`src/rtl/lcd_arb_pkg.sv`:
```
// Shared types and constants for the LCD bus arbiter.
// Optional feature macro used by the top: LCD_ARB_BEAT_CNT_EN.
package lcd_arb_pkg;

    typedef enum logic [1:0] {
        IDLE    = 2'd0,
        SETUP   = 2'd1,
        WR_LOW  = 2'd2,
        WR_HIGH = 2'd3
    } wr_state_e;

    typedef enum logic {
        GNT_CPU = 1'b0,
        GNT_DMA = 1'b1
    } grant_e;

    localparam logic LCD_CMD = 1'b0;
    localparam logic LCD_DAT = 1'b1;

    localparam int CYC_W = 4;

    // Phase counters count down to zero, so a phase of N cycles loads N-1.
    function automatic logic [CYC_W-1:0] cyc_load(input int cyc);
        return CYC_W'(cyc - 1);
    endfunction

endpackage

```
`src/rtl/lcd_wr_strobe.sv`:
```
// Write-strobe timing engine: SETUP, WR_LOW and WR_HIGH phases with a
// start/done handshake. lcd_wr_n comes straight from a flop.
module lcd_wr_strobe
    import lcd_arb_pkg::*;
#(
    parameter int WR_LOW_CYC  = 2,
    parameter int WR_HIGH_CYC = 2
) (
    input  logic clk,
    input  logic reset_n,
    input  logic start,
    output logic wr_n,
    output logic busy,
    output logic done
);

    localparam logic [CYC_W-1:0] LOW_LOAD  = cyc_load(WR_LOW_CYC);
    localparam logic [CYC_W-1:0] HIGH_LOAD = cyc_load(WR_HIGH_CYC);

    wr_state_e        state_r;
    logic [CYC_W-1:0] cnt_r;
    logic             wr_n_r;
    logic             busy_r;

    // Phase sequencer; the strobe level is updated on phase entry so it never glitches.
    always_ff @(posedge clk or negedge reset_n) begin
        if (!reset_n) begin
            state_r <= IDLE;
            cnt_r   <= 4'd0;
            wr_n_r  <= 1'b1;
            busy_r  <= 1'b0;
        end else begin
            case (state_r)
                IDLE: begin
                    if (start) begin
                        state_r <= SETUP;
                        busy_r  <= 1'b1;
                    end
                end
                SETUP: begin
                    state_r <= WR_LOW;
                    cnt_r   <= LOW_LOAD;
                    wr_n_r  <= 1'b0;
                end
                WR_LOW: begin
                    if (cnt_r == 4'd0) begin
                        state_r <= WR_HIGH;
                        cnt_r   <= HIGH_LOAD;
                        wr_n_r  <= 1'b1;
                    end else begin
                        cnt_r <= cnt_r - 4'd1;
                    end
                end
                WR_HIGH: begin
                    if (cnt_r == 4'd0) begin
                        state_r <= IDLE;
                        busy_r  <= 1'b0;
                    end else begin
                        cnt_r <= cnt_r - 4'd1;
                    end
                end
                default: begin
                    state_r <= IDLE;
                    cnt_r   <= 4'd0;
                    wr_n_r  <= 1'b1;
                    busy_r  <= 1'b0;
                end
            endcase
        end
    end

    assign wr_n = wr_n_r;
    assign busy = busy_r;
    assign done = (state_r == WR_HIGH) && (cnt_r == 4'd0);

endmodule

```
`src/rtl/lcd_bus_arbiter.sv`:
```
// Arbitrates CPU command/data beats and DMA pixel bursts onto an 8080-style LCD bus.
// Define LCD_ARB_BEAT_CNT_EN to build the completed-beat counter.
module lcd_bus_arbiter
    import lcd_arb_pkg::*;
#(
    parameter int DATA_W      = 16,
    parameter int WR_LOW_CYC  = 2,
    parameter int WR_HIGH_CYC = 2
) (
    input  logic              clk,
    input  logic              reset_n,
    input  logic              cpu_valid,
    output logic              cpu_ready,
    input  logic              cpu_dc,
    input  logic [DATA_W-1:0] cpu_data,
    input  logic              dma_valid,
    output logic              dma_ready,
    input  logic              dma_last,
    input  logic [DATA_W-1:0] dma_data,
    output logic              lcd_d_c_n,
    output logic              lcd_wr_n,
    output logic [DATA_W-1:0] lcd_data,
    output logic              busy,
    output logic              dma_active,
    output logic [31:0]       beat_cnt
);

    grant_e            grant_s;
    logic              cpu_acc_s;
    logic              dma_acc_s;
    logic              busy_s;
    logic              done_s;
    logic              dma_active_r;
    logic              d_c_n_r;
    logic [DATA_W-1:0] data_r;

    // Grant: a held DMA lock excludes the CPU; otherwise the CPU has priority.
    always_comb begin
        grant_s = GNT_DMA;
        if (dma_active_r) begin
            grant_s = GNT_DMA;
        end else if (cpu_valid) begin
            grant_s = GNT_CPU;
        end else begin
            grant_s = GNT_DMA;
        end
    end

    // Ready is gated by reset so no handshake can complete while held in reset.
    assign cpu_acc_s = reset_n && !busy_s && (grant_s == GNT_CPU) && cpu_valid;
    assign dma_acc_s = reset_n && !busy_s && (grant_s == GNT_DMA) && dma_valid;

    // Capture the accepted beat and maintain the DMA burst lock.
    always_ff @(posedge clk or negedge reset_n) begin
        if (!reset_n) begin
            data_r       <= {DATA_W{1'b0}};
            d_c_n_r      <= LCD_DAT;
            dma_active_r <= 1'b0;
        end else if (cpu_acc_s) begin
            data_r  <= cpu_data;
            d_c_n_r <= cpu_dc;
        end else if (dma_acc_s) begin
            data_r       <= dma_data;
            d_c_n_r      <= LCD_DAT;
            dma_active_r <= !dma_last;
        end
    end

    lcd_wr_strobe #(
        .WR_LOW_CYC  (WR_LOW_CYC),
        .WR_HIGH_CYC (WR_HIGH_CYC)
    ) u_strobe (
        .clk     (clk),
        .reset_n (reset_n),
        .start   (cpu_acc_s || dma_acc_s),
        .wr_n    (lcd_wr_n),
        .busy    (busy_s),
        .done    (done_s)
    );

`ifdef LCD_ARB_BEAT_CNT_EN
    logic [31:0] beat_cnt_r;

    // Count beats as they retire from WR_HIGH back to IDLE; wraps naturally.
    always_ff @(posedge clk or negedge reset_n) begin
        if (!reset_n) begin
            beat_cnt_r <= 32'd0;
        end else if (done_s) begin
            beat_cnt_r <= beat_cnt_r + 32'd1;
        end
    end

    assign beat_cnt = beat_cnt_r;
`else
    logic unused_done_s;
    assign unused_done_s = done_s;
    assign beat_cnt      = 32'd0;
`endif

    assign cpu_ready  = cpu_acc_s;
    assign dma_ready  = dma_acc_s;
    assign lcd_d_c_n  = d_c_n_r;
    assign lcd_data   = data_r;
    assign busy       = busy_s;
    assign dma_active = dma_active_r;

endmodule

```
`config.mk`:
```
export PLATFORM = sky130hd
export DESIGN_NAME = lcd_bus_arbiter
export DESIGN_NICKNAME = d
export VERILOG_FILES = /design/src/rtl/lcd_arb_pkg.sv /design/src/rtl/lcd_wr_strobe.sv /design/src/rtl/lcd_bus_arbiter.sv
export SDC_FILE = /design/constraint.sdc
export NUM_CORES = 1
export LEC_CHECK = 0
export CAP_MARGIN = 25
export CELL_PAD_IN_SITES_DETAIL_PLACEMENT = 1
export CELL_PAD_IN_SITES_GLOBAL_PLACEMENT = 1
export CORE_ASPECT_RATIO = 1.1
export CORE_MARGIN = 1
export CORE_UTILIZATION = 26
export CTS_CLUSTER_DIAMETER = 200
export DETAILED_ROUTE_END_ITERATION = 12
export PLACE_DENSITY_LB_ADDON = 0.1
export SLEW_MARGIN = 20
export SYNTH_ARGS = -nofsm -noshare
export SYNTH_HDL_FRONTEND = slang
export SYNTH_SLANG_ARGS = --single-unit
```
`constraint.sdc`:
```
create_clock -name clk -period 1.77 [get_ports clk]
set_clock_uncertainty 0.1 [all_clocks]
set_input_delay 0.531 -clock clk [delete_from_list [all_inputs] [get_ports clk]]
set_output_delay 0.531 -clock clk [all_outputs]
set_load 0.005 [all_outputs]
```
==> impl_metrics.ini <==
[drt]
drcViolationCount = 0
viasPerCell = 4.31
first_pass_iters = 4
vias = 1419
wire_per_inst_microns = 15.1
ant_nets = 0
wl_microns = 4960
dr.first_iter.drc_count = 24

[sta]
final.min_clock_period_ns = 1.93
setup_violations = 21
max_clock_freq_mhz = 517
slew_violations = 0
rsz0062_at_grt = true
setup_ws_ns = -0.163
final.period_utilization = 1.09
hold_viol_final = 0

[worst_setup_path]
crit_arrival_ns = 1.99
reg2reg_from = u_strobe.busy$_DFFE_PN0P_
critPathKind = in2reg
r2r_setup_slack_ns = -0.15
cp-startpoint = cpu_valid
rr_endpoint = lcd_data[15]$_DFFE_PN0P_
end_kind = flip-flop
worstSetupStartpointType = input port
cp_data_required_time_ns = 1.82
r2r_cells = 5
critPathMaxFanout = 8

[status]
violations = negative setup slack
status = finished, violations left

[finish]
post-route-util = 0.455
final_nets = 295
filler_cell_count = 680
syn_to_final_growth_pct = 67.4
layout.cells.non_filler = 329
drive_gt1_frac = 0.418
diodes = 0

[clocking]
insertion_delay_ns = 0.27
cts-root-buf = clkbuf_8
htree_levels = 1
ctsHoldBuffers = 0
cts.sinks = 26
cts_buffers = 3
clk_pin_slew_ns = 0.09
cts_buffer_depth = 2
cts_tree = yes

[die]
pin_count = 92
die_w_microns = 78.7
fp.dieH_microns = 86.4
start_util = 0.272
core_sq_mm = 0.00619
rows = 30
die-area_sq_mm = 0.00680

[place]
placedCellCount = 311
gp_congestion = 0.701
post-place-ws_ns = -0.839
hpwl_microns = 3620
port_buffers = 59

[grt]
use_met3 = 0.0232
met2_usage = 0.256
grt-busiest-layer = met2
grt_pass1_wl_microns = 7280
grt_use_met1 = 0.162
grt_usage = 0.137
antenna_found_initial = 0
first_global_vias = 1485
grt_max_degree = 18
grt_overflow = 0

[worst_hold_path]
min_path_type = in2async

[logic_synthesis]
synthAdderAreaFrac = 0.0446
synthSimpleGateAreaFrac = 0.0713
muxShareOfSynthArea = 0.227
synth-compound-area-share = 0.0899
netlist_instances = 150
yosysSeqAreaShare = 0.388
synth-xor-area-share = 0.00520
synth_area_sq_mm = 0.00168
yosysWarnings = 0
synth_cell_types = 37
synth_top_family_by_area = multiplexers
ys_seq_elements = 26
synth.avg_cell_area_sq_um = 11.2

[pwr]
worst_ir_drop_vdd_v = 0.000665
p_leak_nw = 1.38
power.density_mw_per_mm2 = 1420

[run]
maxCapViolCount = 0
## through the flow
| step | total power [mW] | cell area [sq um] | TNS (ns) | hold WS (ns) |
|---|---|---|---|---|
| 2_1_floorplan | 2.17 | 1890 | -1.17 | 0.135 |
| 4_1_cts | 3.78 | 2650 | -1.90 | 0.279 |
| 6_report | 4.00 | 2820 | -2.20 | 0.126 |
| 3_5_place_dp | 3.33 | 2540 | -15.88 | 0.382 |
| 5_1_grt | 4.31 | 2820 | -3.42 | 0.143 |
| 3_3_place_gp | 3.23 | 2540 | -15.47 | 0.378 |
## synth_stat cells (all sizes together)
cell type	count	share of area
conb	1	0.0022
a211oi	1	0.0045
o2bb2ai	1	0.0052
a31oi	1	0.0037
or3b	1	0.0067
nor3	2	0.0059
o21a	1	0.0045
nand2b	2	0.0074
mux2i	1	0.0059
nand2	1	0.0022
o32a	2	0.012
and3	1	0.0037
nor2	3	0.0067
mux2	33	0.22
o211ai	1	0.0045
o21ai	5	0.015
a21oi	2	0.0059
nor4bb	1	0.0059
a221o	1	0.0059
dfstp	2	0.031
or2	1	0.0037
o22ai	1	0.0037
ha	6	0.045
nor2b	3	0.011
a221oi	1	0.0052
xnor2	1	0.0052
a222oi	1	0.0059
inv	6	0.013
a2bb2oi	1	0.0052
buf	37	0.16
dfrtp	24	0.36
or4b	1	0.0059
nand3b	1	0.0045
a22oi	2	0.0089
nor3b	1	0.0074
## registers in the layout (all words and copies together), names as in the netlist
register,count
lcd_data,16
u_strobe.cnt_r,4
u_strobe.state_r,2
dma_active,1
lcd_d_c_n,1
u_strobe.busy,1
u_strobe.wr_n,1
## power breakdown
| part | leakage [nW] | internal (mW) | switching, mW |
|---|---|---|---|
| clock network | 0.0216 | 0.152 | 0.185 |
| logic | 1.06 | 1.60 | 0.969 |
| registers | 0.305 | 0.897 | 0.192 |
## worst max-delay path by stage
stage,end,slack (ns)
6_report,lcd_data[15]$_DFFE_PN0P_,-0.16
5_1_grt,u_strobe.state_r[1]$_DFFE_PN0P_,-0.23
4_1_cts,u_strobe.state_r[1]$_DFFE_PN0P_,-0.14
3_5_place_dp,lcd_data[14]$_DFFE_PN0P_,-0.84
3_3_place_gp,cpu_ready,-0.82
2_1_floorplan,u_strobe.state_r[1]$_DFFE_PN0P_,-0.12
## routing by layer
metal	vias to the layer above	wire (microns)
met5	-	0
li1	664	-
met2	40	2610
met1	713	2040
met4	0	16
met3	2	285
## cells in the final DEF, fill, tap and decap left out, types with 2 or more instances in the layout
cell type	count
buf_4	36
clkdlybuf4s50_1	34
conb_1	32
mux2_4	31
dfrtp_1	22
dlygate4sd2_1	13
dlymetal6s2s_1	7
buf_6	6
inv_2	4
o21ai_0	3
nor2_1	3
ha_1	3
clkbuf_8	3
nand2b_1	2
nor2b_1	2
a21oi_1	2
o32a_1	2
inv_1	2
a22oi_1	2
nor3_1	2
ha_2	2
clkbuf_2	2
dfstp_2	2
buf_12	2
dfrtp_2	2
## what timing repair did
action,in CTS,in global routing
buffers inserted,8,7
pin swaps,4,4
gates cloned,0,1
endpoints found under the setup margin,35,32
gates resized for setup,35,43
hold endpoints to repair,0,0
## cells by family (layout without fill, tap and decap cells)
group	after synthesis	count (layout)
buf+inv	43	111
compound gates	21	21
flops	26	26
fa+ha+maj	6	6
simple gates	18	18
other cells	1	32
mux	34	34
xor+xnor	1	1
## worst max-delay path, stage by stage
cell and delay (ns):
clkdlybuf4s15_2 0.20, nor4bb_4 0.37, buf_4 0.18, buf_12 0.13
mux2_4 0.31, mux2_4 0.26
## final cells by class
cell class,count,area [sq um],share of cell area
Clock buffer,3,41.3,0.0146
Inverter,6,22.5,0.00799
Multi-Input combinational cell,112,1050,0.374
Sequential cell,26,656,0.233
Tap cell,80,100,0.0355
Timing Repair Buffer,102,946,0.336
Power figures use the tool's default switching activity.
